$ cat src/rtl/uart_tx.sv
// Buffered 8N1 UART transmitter.
// A byte FIFO accepts bytes from the core through a valid/ready handshake.
// A frame FSM pops one byte per frame and shifts it out LSB first as start, 8 data and stop bits.
module uart_tx #(
    parameter int unsigned CLKS_PER_BIT = 868,
    parameter int unsigned FIFO_DEPTH   = 4
) (
    input  logic       clk,
    input  logic       rst_n,
    input  logic [7:0] tx_byte,
    input  logic       tx_byte_valid,
    output logic       tx_byte_ready,
    output logic       tx_serial,
    output logic       tx_busy
);

    localparam int unsigned PTR_W  = $clog2(FIFO_DEPTH);
    localparam int unsigned CNT_W  = PTR_W + 1;
    localparam int unsigned CLK_W  = 32;
    localparam int unsigned DATA_W = 8;

    localparam logic [CLK_W-1:0] CLK_LAST = CLK_W'(CLKS_PER_BIT - 1);
    localparam logic [CNT_W-1:0] CNT_FULL = CNT_W'(FIFO_DEPTH);
    localparam logic [2:0]       BIT_LAST = 3'(DATA_W - 1);

    typedef enum logic [1:0] {
        ST_IDLE  = 2'd0,
        ST_START = 2'd1,
        ST_DATA  = 2'd2,
        ST_STOP  = 2'd3
    } state_e;

    // FIFO storage and bookkeeping
    logic [DATA_W-1:0] mem_q [FIFO_DEPTH];
    logic [PTR_W-1:0]  wr_ptr_q, wr_ptr_d;
    logic [PTR_W-1:0]  rd_ptr_q, rd_ptr_d;
    logic [CNT_W-1:0]  count_q,  count_d;

    // Frame engine state
    state_e            state_q;
    logic [DATA_W-1:0] shift_q;
    logic [2:0]        bit_idx_q;
    logic [CLK_W-1:0]  clk_cnt_q;
    logic              tx_serial_q;

    logic push_c;
    logic pop_c;
    logic bit_done_c;
    logic fifo_nonempty_c;

    // Handshake and frame-load decode from registered state only
    always_comb begin
        fifo_nonempty_c = (count_q != '0);
        bit_done_c      = (clk_cnt_q == CLK_LAST);
        push_c          = tx_byte_valid && (count_q != CNT_FULL);
        pop_c           = fifo_nonempty_c &&
                          ((state_q == ST_IDLE) || ((state_q == ST_STOP) && bit_done_c));
    end

    // FIFO pointer and occupancy next-state
    always_comb begin
        wr_ptr_d = wr_ptr_q;
        rd_ptr_d = rd_ptr_q;
        count_d  = count_q;
        if (push_c) begin
            wr_ptr_d = wr_ptr_q + PTR_W'(1);
        end
        if (pop_c) begin
            rd_ptr_d = rd_ptr_q + PTR_W'(1);
        end
        case ({push_c, pop_c})
            2'b10:   count_d = count_q + CNT_W'(1);
            2'b01:   count_d = count_q - CNT_W'(1);
            default: count_d = count_q;
        endcase
    end

    // FIFO pointer and occupancy registers
    always_ff @(posedge clk or negedge rst_n) begin
        if (!rst_n) begin
            wr_ptr_q <= '0;
            rd_ptr_q <= '0;
            count_q  <= '0;
        end else begin
            wr_ptr_q <= wr_ptr_d;
            rd_ptr_q <= rd_ptr_d;
            count_q  <= count_d;
        end
    end

    // FIFO data array; contents are don't-care until written, so no reset
    always_ff @(posedge clk) begin
        if (push_c) begin
            mem_q[wr_ptr_q] <= tx_byte;
        end
    end

    // Frame FSM: start bit, eight data bits LSB first, stop bit, back-to-back when more data waits
    always_ff @(posedge clk or negedge rst_n) begin
        if (!rst_n) begin
            state_q     <= ST_IDLE;
            shift_q     <= '0;
            bit_idx_q   <= '0;
            clk_cnt_q   <= '0;
            tx_serial_q <= 1'b1;
        end else begin
            case (state_q)
                ST_IDLE: begin
                    tx_serial_q <= 1'b1;
                    clk_cnt_q   <= '0;
                    if (pop_c) begin
                        shift_q     <= mem_q[rd_ptr_q];
                        bit_idx_q   <= '0;
                        tx_serial_q <= 1'b0;
                        state_q     <= ST_START;
                    end
                end
                ST_START: begin
                    if (bit_done_c) begin
                        clk_cnt_q   <= '0;
                        tx_serial_q <= shift_q[0];
                        state_q     <= ST_DATA;
                    end else begin
                        clk_cnt_q <= clk_cnt_q + CLK_W'(1);
                    end
                end
                ST_DATA: begin
                    if (bit_done_c) begin
                        clk_cnt_q <= '0;
                        if (bit_idx_q == BIT_LAST) begin
                            tx_serial_q <= 1'b1;
                            state_q     <= ST_STOP;
                        end else begin
                            // Next bit sits at position 1 before the shift lands
                            bit_idx_q   <= bit_idx_q + 3'd1;
                            shift_q     <= {1'b0, shift_q[DATA_W-1:1]};
                            tx_serial_q <= shift_q[1];
                        end
                    end else begin
                        clk_cnt_q <= clk_cnt_q + CLK_W'(1);
                    end
                end
                ST_STOP: begin
                    if (bit_done_c) begin
                        clk_cnt_q <= '0;
                        if (pop_c) begin
                            shift_q     <= mem_q[rd_ptr_q];
                            bit_idx_q   <= '0;
                            tx_serial_q <= 1'b0;
                            state_q     <= ST_START;
                        end else begin
                            tx_serial_q <= 1'b1;
                            state_q     <= ST_IDLE;
                        end
                    end else begin
                        clk_cnt_q <= clk_cnt_q + CLK_W'(1);
                    end
                end
                default: begin
                    clk_cnt_q   <= '0;
                    tx_serial_q <= 1'b1;
                    state_q     <= ST_IDLE;
                end
            endcase
        end
    end

    // Output drive
    assign tx_serial     = tx_serial_q;
    assign tx_byte_ready = (count_q != CNT_FULL);
    assign tx_busy       = (state_q != ST_IDLE) || fifo_nonempty_c;

endmodule
$ cat config.mk
export PLATFORM = sky130hd
export DESIGN_NAME = uart_tx
export DESIGN_NICKNAME = d
export VERILOG_FILES = /design/src/rtl/uart_tx.sv
export SDC_FILE = /design/constraint.sdc
export NUM_CORES = 1
export LEC_CHECK = 0
export CAP_MARGIN = 10
export CORE_MARGIN = 3
export CORE_UTILIZATION = 60
export DETAILED_ROUTE_END_ITERATION = 8
export PLACE_DENSITY = 0.88
export SLEW_MARGIN = 20
export SYNTH_ARGS = -nofsm -noshare
export SYNTH_HDL_FRONTEND = slang
export SYNTH_SLANG_ARGS = --single-unit
$ cat constraint.sdc
create_clock -name clk -period 4.54 [get_ports clk]
set_input_delay 0.908 -clock clk [delete_from_list [all_inputs] [get_ports clk]]
set_output_delay 0.908 -clock clk [all_outputs]
set_load 0.02 [all_outputs]
* Word level (Yosys, flattened, before mapping)
Memory sizes are Yosys's and may differ from the RTL's.
Index checks and enable logic that the tools add are counted.
** Cells by class
- Add/sub/neg operators :: 6
- Equality and inequality tests :: 14
- Mux-type cells :: 28
- Reduce and logical (&&, ||, !) cells :: 14
** Operator list (count)
- $pmux 32 s2 :: 1
- $add 32x1->32 const B :: 1
- $eq 32x10->1 const B :: 1
- $mux 32 :: 1
- $mux 8 :: 4
- $pmux 8 s3 :: 1
- $mux 3 :: 4
- $ne 2x2->1 const B :: 6
- $mux 2 :: 5
- $pmux 3 s3 :: 1
- $mux 1 :: 8
- $pmux 2 s4 :: 1
- $add 3x1->3 const B :: 2
- $eq 2x2->1 const B :: 3
- $pmux 3 s2 :: 1
- $reduce_bool 3->1 :: 2
- $reduce_and 5->1 :: 1
- $add 2x1->2 const B :: 2
- $eq 2x1->1 const B :: 2
- $pmux 1 s4 :: 1
- $reduce_and 4->1 :: 1
- $reduce_bool 2->1 :: 2
- $eq 3x3->1 const B :: 1
- $logic_and 1x1->1 :: 3
- other kinds (6) :: 7
** Storage, ports and cells
- Bits in registers :: 53
- Memory bits (writable) :: 32
- Bits of input ports :: 11
- Output and inout bits :: 3
- Logic and storage cells :: 71
- Memories :: 1
** Memory list
- mem_q :: words 4, bits a word 8, read ports 1, clocked after memory_dff 0, write ports 1, RTL line 34 : logic [DATA_W-1:0] mem_q [FIFO_DEPTH];

* Depth between registers and ports, before layout
- Depth in word-level cells :: 7
- Mapped depth :: 11

* Worst setup path before layout
No wires, ideal clock.
- Path kind :: register to register
- Start point :: register clk_cnt_q[4]
- End point :: register count_q[2]
- Library setup time :: 0.079 ns
- Arrival :: 2.899 ns
- Required time :: 4.461 ns
- Setup slack :: 1.562 ns
- Cell stages (with the launch flop) :: 12
- Path buffers :: 1
- Clock period less this slack :: 2.978 ns
- Cells stage by stage :: dfrtp_1 or4_1 or4_1 buf_6 o21ba_2 nor2_1 ha_1 inv_1 fa_1 xor2_1 nor2_1 xor2_1
** Between the ends
- Word-level cells in the longest chain between the ends :: 6
- Elaborated cells on any way between the ends :: 8
- Those cells by class :: eq/ne (3); mux (1); reduce/logical (4)
** RTL lines
- start, declared :: RTL line 43 : logic [CLK_W-1:0] clk_cnt_q;
- start signal, assigned :: RTL line 124 : clk_cnt_q <= clk_cnt_q + CLK_W'(1);
- start signal, assigned :: RTL line 140 : clk_cnt_q <= clk_cnt_q + CLK_W'(1);
- start signal, assigned :: RTL line 156 : clk_cnt_q <= clk_cnt_q + CLK_W'(1);
- $eq 32x10->1 (*) :: RTL line 54 : bit_done_c = (clk_cnt_q == CLK_LAST);
- $logic_and 1x1->1 (*) :: RTL line 57 : ((state_q == ST_IDLE) || ((state_q == ST_STOP) && bit_done_c));
- $logic_or 1x1->1 (*) :: RTL line 57
- $logic_and 1x1->1 (*) :: RTL line 56 : pop_c = fifo_nonempty_c &&
- $eq 2x1->1 or $eq 2x2->1 (tied branches) :: RTL line 71 : case ({push_c, pop_c})
- $pmux 3 s2 or $reduce_bool 2->1 (tied branches)
- end signal, assigned :: RTL line 87 : count_q <= count_d;
- end, declared :: RTL line 37 : logic [CNT_W-1:0] count_q, count_d;
Mark *: on every way between the ends. The rest lies on a longest branch, timed or not.
A chain may end at the register's enable or synchronous reset.

* Final worst setup path
Ends and elaborated chain as after synthesis.

==> run metrics <==
cells along the critical path=or4_1, or4_1, o21ba_2, nor2_1, ha_1, inv_1, fa_1, xor2_1, nor2_1, xor2_1; GRT Resource Usage Total=0.222; Buffers on Ports=13; Antenna Nets Post-Route=0; Post-Place Cells=415; longest individual stage delay on the worst path=0.70 ns; clk root buf=clkbuf_8; Max-Cap Viols=0; clock-pin slew on the worst setup and hold paths=0.09 ns; placement row count=29; Post-Synthesis Net Count=359; IO Count=14; HPWL Detailed=5210 um; first-pass GRT wire length=between 10000 and 15000 um; clk_lat worst skew=approximately 0.35 ns; largest net degree at the start of global routing=54; Sink Count=85; fin cells=431; share of layout cells above drive strength 1=0.105; HP Class=reg2reg; initial core utilization=0.627; Final period util=0.737; CTS Buffer Depth=2; CTS-repair resized insts=0; cell accounting for the most synthesized area=dfrtp_1; crit path time final=3.34 ns; critical path data arrival time=around 3.6 ns; total gr overflow=0; vias in the first global route=2680; Yosys warnings=0; post-DR wirelength/cell=17.4 um; Synth cell types=49; TritonCTS Buffers=9; number of post-CTS setup repair buffers=0; WL final=7500 um; critical-path maximum fanout=7; VDD IR max=around 0.36 mV; kind of cell adding the most delay to the critical path=simple AND/OR/NAND/NOR gates; Pre-antenna DRT Iters=4; #FFs+latches synth=85; Die ar.=between 7000 and 8000 sq um; relative slew slack=0.544; slowest CP cell=or4_1; Cells after Synth=334; PwrDens=359 nW/um^2; H-tree levels=3; Worst Clk Skew=0.0120 ns; Initial DRC Count=226; WP buf/inv=1; initial antenna violation count=0; Core Box Area=roughly 6500 sq um; Vias=2632; placed inst area=4230 sq um; total chip power=between 1.5 and 2 mW; crit path kind=reg2reg; antenna diode count=0; status=finished clean; RSZ-0062 raised after global routing=false; Final setup violation count=0; Fmax=299 MHz; CP required=4.82 ns; post-synthesis area per instance=12.1 sq um; crit end category=register; P&R area growth vs syn=8.66%; Startpoint Class=register; GPL Wtd Cong=0.862; Seq/Total Area, Yosys=0.565; DRC Markers=0; Design Area, Final=4400 sq um; most common cell after layout, fill and taps aside=dfrtp_1; main area contributors after synthesis=dfrtp_1 (32%), edfxtp_1 (24%), xnor2_1 (5.0%); Least-Margin Pin Slew=0.683 ns; TritonCTS clock tree=built; final slew viol count=0; pre-CTS setup slack=1.21 ns; post-synth top area share=0.321; cts hold-fix bufs=0; leakage power=about 1.7 nW; Die Wd=88.1 um; Synth Cell Area=between 4000 and 5000 sq um; setup TNS=0 ns; height of the die=approximately 88 um; final hold vios=0; DR vias/cell=6.11; most frequent cells in the layout=dfrtp_1 (52), nor2_1 (34), edfxtp_1 (32); nets@finish=374; Final WS setup=1.20 ns
## final timing paths
check                             start             to  slack, ns  cells after the start
setup / recovery           clk_cnt_q[4]     count_q[2]       1.20                     10
hold / removal                tx_serial      tx_serial       0.49                      2
setup reg to reg           clk_cnt_q[4]     count_q[2]       1.20                     10
hold reg to reg               tx_serial      tx_serial       0.49                      2
max in group asynchronous         rst_n    wr_ptr_q[1]       3.40                      2
min in group asynchronous         rst_n  clk_cnt_q[24]       0.67                      2
## Yosys cell counts (all sizes together)
cell type,instances
fa,1
and4,3
and3,5
nor2b,1
xor2,6
nor3,10
dfrtp,52
o32ai,2
o311ai,1
and4b,1
o21ai,11
nand4,6
nand3b,2
nand2,10
clkbuf,7
a31o,1
or3,9
dfstp,1
nor4,9
mux2i,1
o21bai,1
nor2,34
a211oi,2
nand2b,1
or2,1
a21oi,9
a32o,1
mux2,2
buf,4
nor4b,1
mux4,8
nor3b,6
edfxtp,32
inv,21
o22ai,1
a221o,6
xnor2,23
or4,6
a2bb2oi,1
ha,13
nand3,15
o21ba,1
and2,3
a22o,3
## cell type report
| class | instances | area [sq um] |
|---|---|---|
| Clock buffer | 9 | 124 |
| Clock inverter | 7 | 47.5 |
| Fill cell | 475 | 2060 |
| Inverter | 21 | 78.8 |
| Multi-Input combinational cell | 217 | 1620 |
| Sequential cell | 85 | 2290 |
| Tap cell | 77 | 96.3 |
| Timing Repair Buffer | 15 | 140 |
## registers in the layout, summed over array words and instances, names as in the netlist
register,flops
clk_cnt_q,32
bit_idx_q,3
shift_q,8
wr_ptr_q,2
state_q,2
rd_ptr_q,2
mem_q,32
tx_serial,1
count_q,3
## where the power goes
part | internal, mW | switching, mW | total, mW
clock network | 0.200 | 0.278 | 0.478
registers | 0.883 | 0.0349 | 0.918
logic | 0.0758 | 0.106 | 0.182
total | 1.16 | 0.419 | 1.58
## worst reg2reg max path, delay by kind of cell (launching register included)
kind | cells | cell delay, ns
compound gates | 1 | 0.30
xor+xnor | 2 | 0.31
fa+ha+maj | 2 | 0.60
buf+inv | 1 | 0.06
flops | 1 | 0.43
simple gates | 4 | 1.57
## logic make-up after synthesis
family,Yosys count,synth area share
AO/OA/AOI/OAI,40,0.0714
XOR/XNOR,29,0.0628
adder cells (fa/ha/maj),14,0.0451
buffers and inverters,32,0.0337
flip-flops,85,0.565
multiplexers,11,0.0525
AND/OR/NAND/NOR,123,0.169
## layer usage
layer  up-vias  part of all wire  track usage
met5         -                 0            0
met4         0             0.014       0.0852
met1      1320              0.48        0.329
met3         9             0.040       0.0348
li1       1246                 -            -
met2        57              0.47        0.334
## stage by stage
step	utilization	hold WS (ns)
final	0.681	0.492
after global routing	0.681	0.511
after global placement	0.654	0.478
after floorplan	-	0.455
after detailed placement	0.654	0.479
after CTS	0.681	0.491
Power figures use the tool's default switching activity.
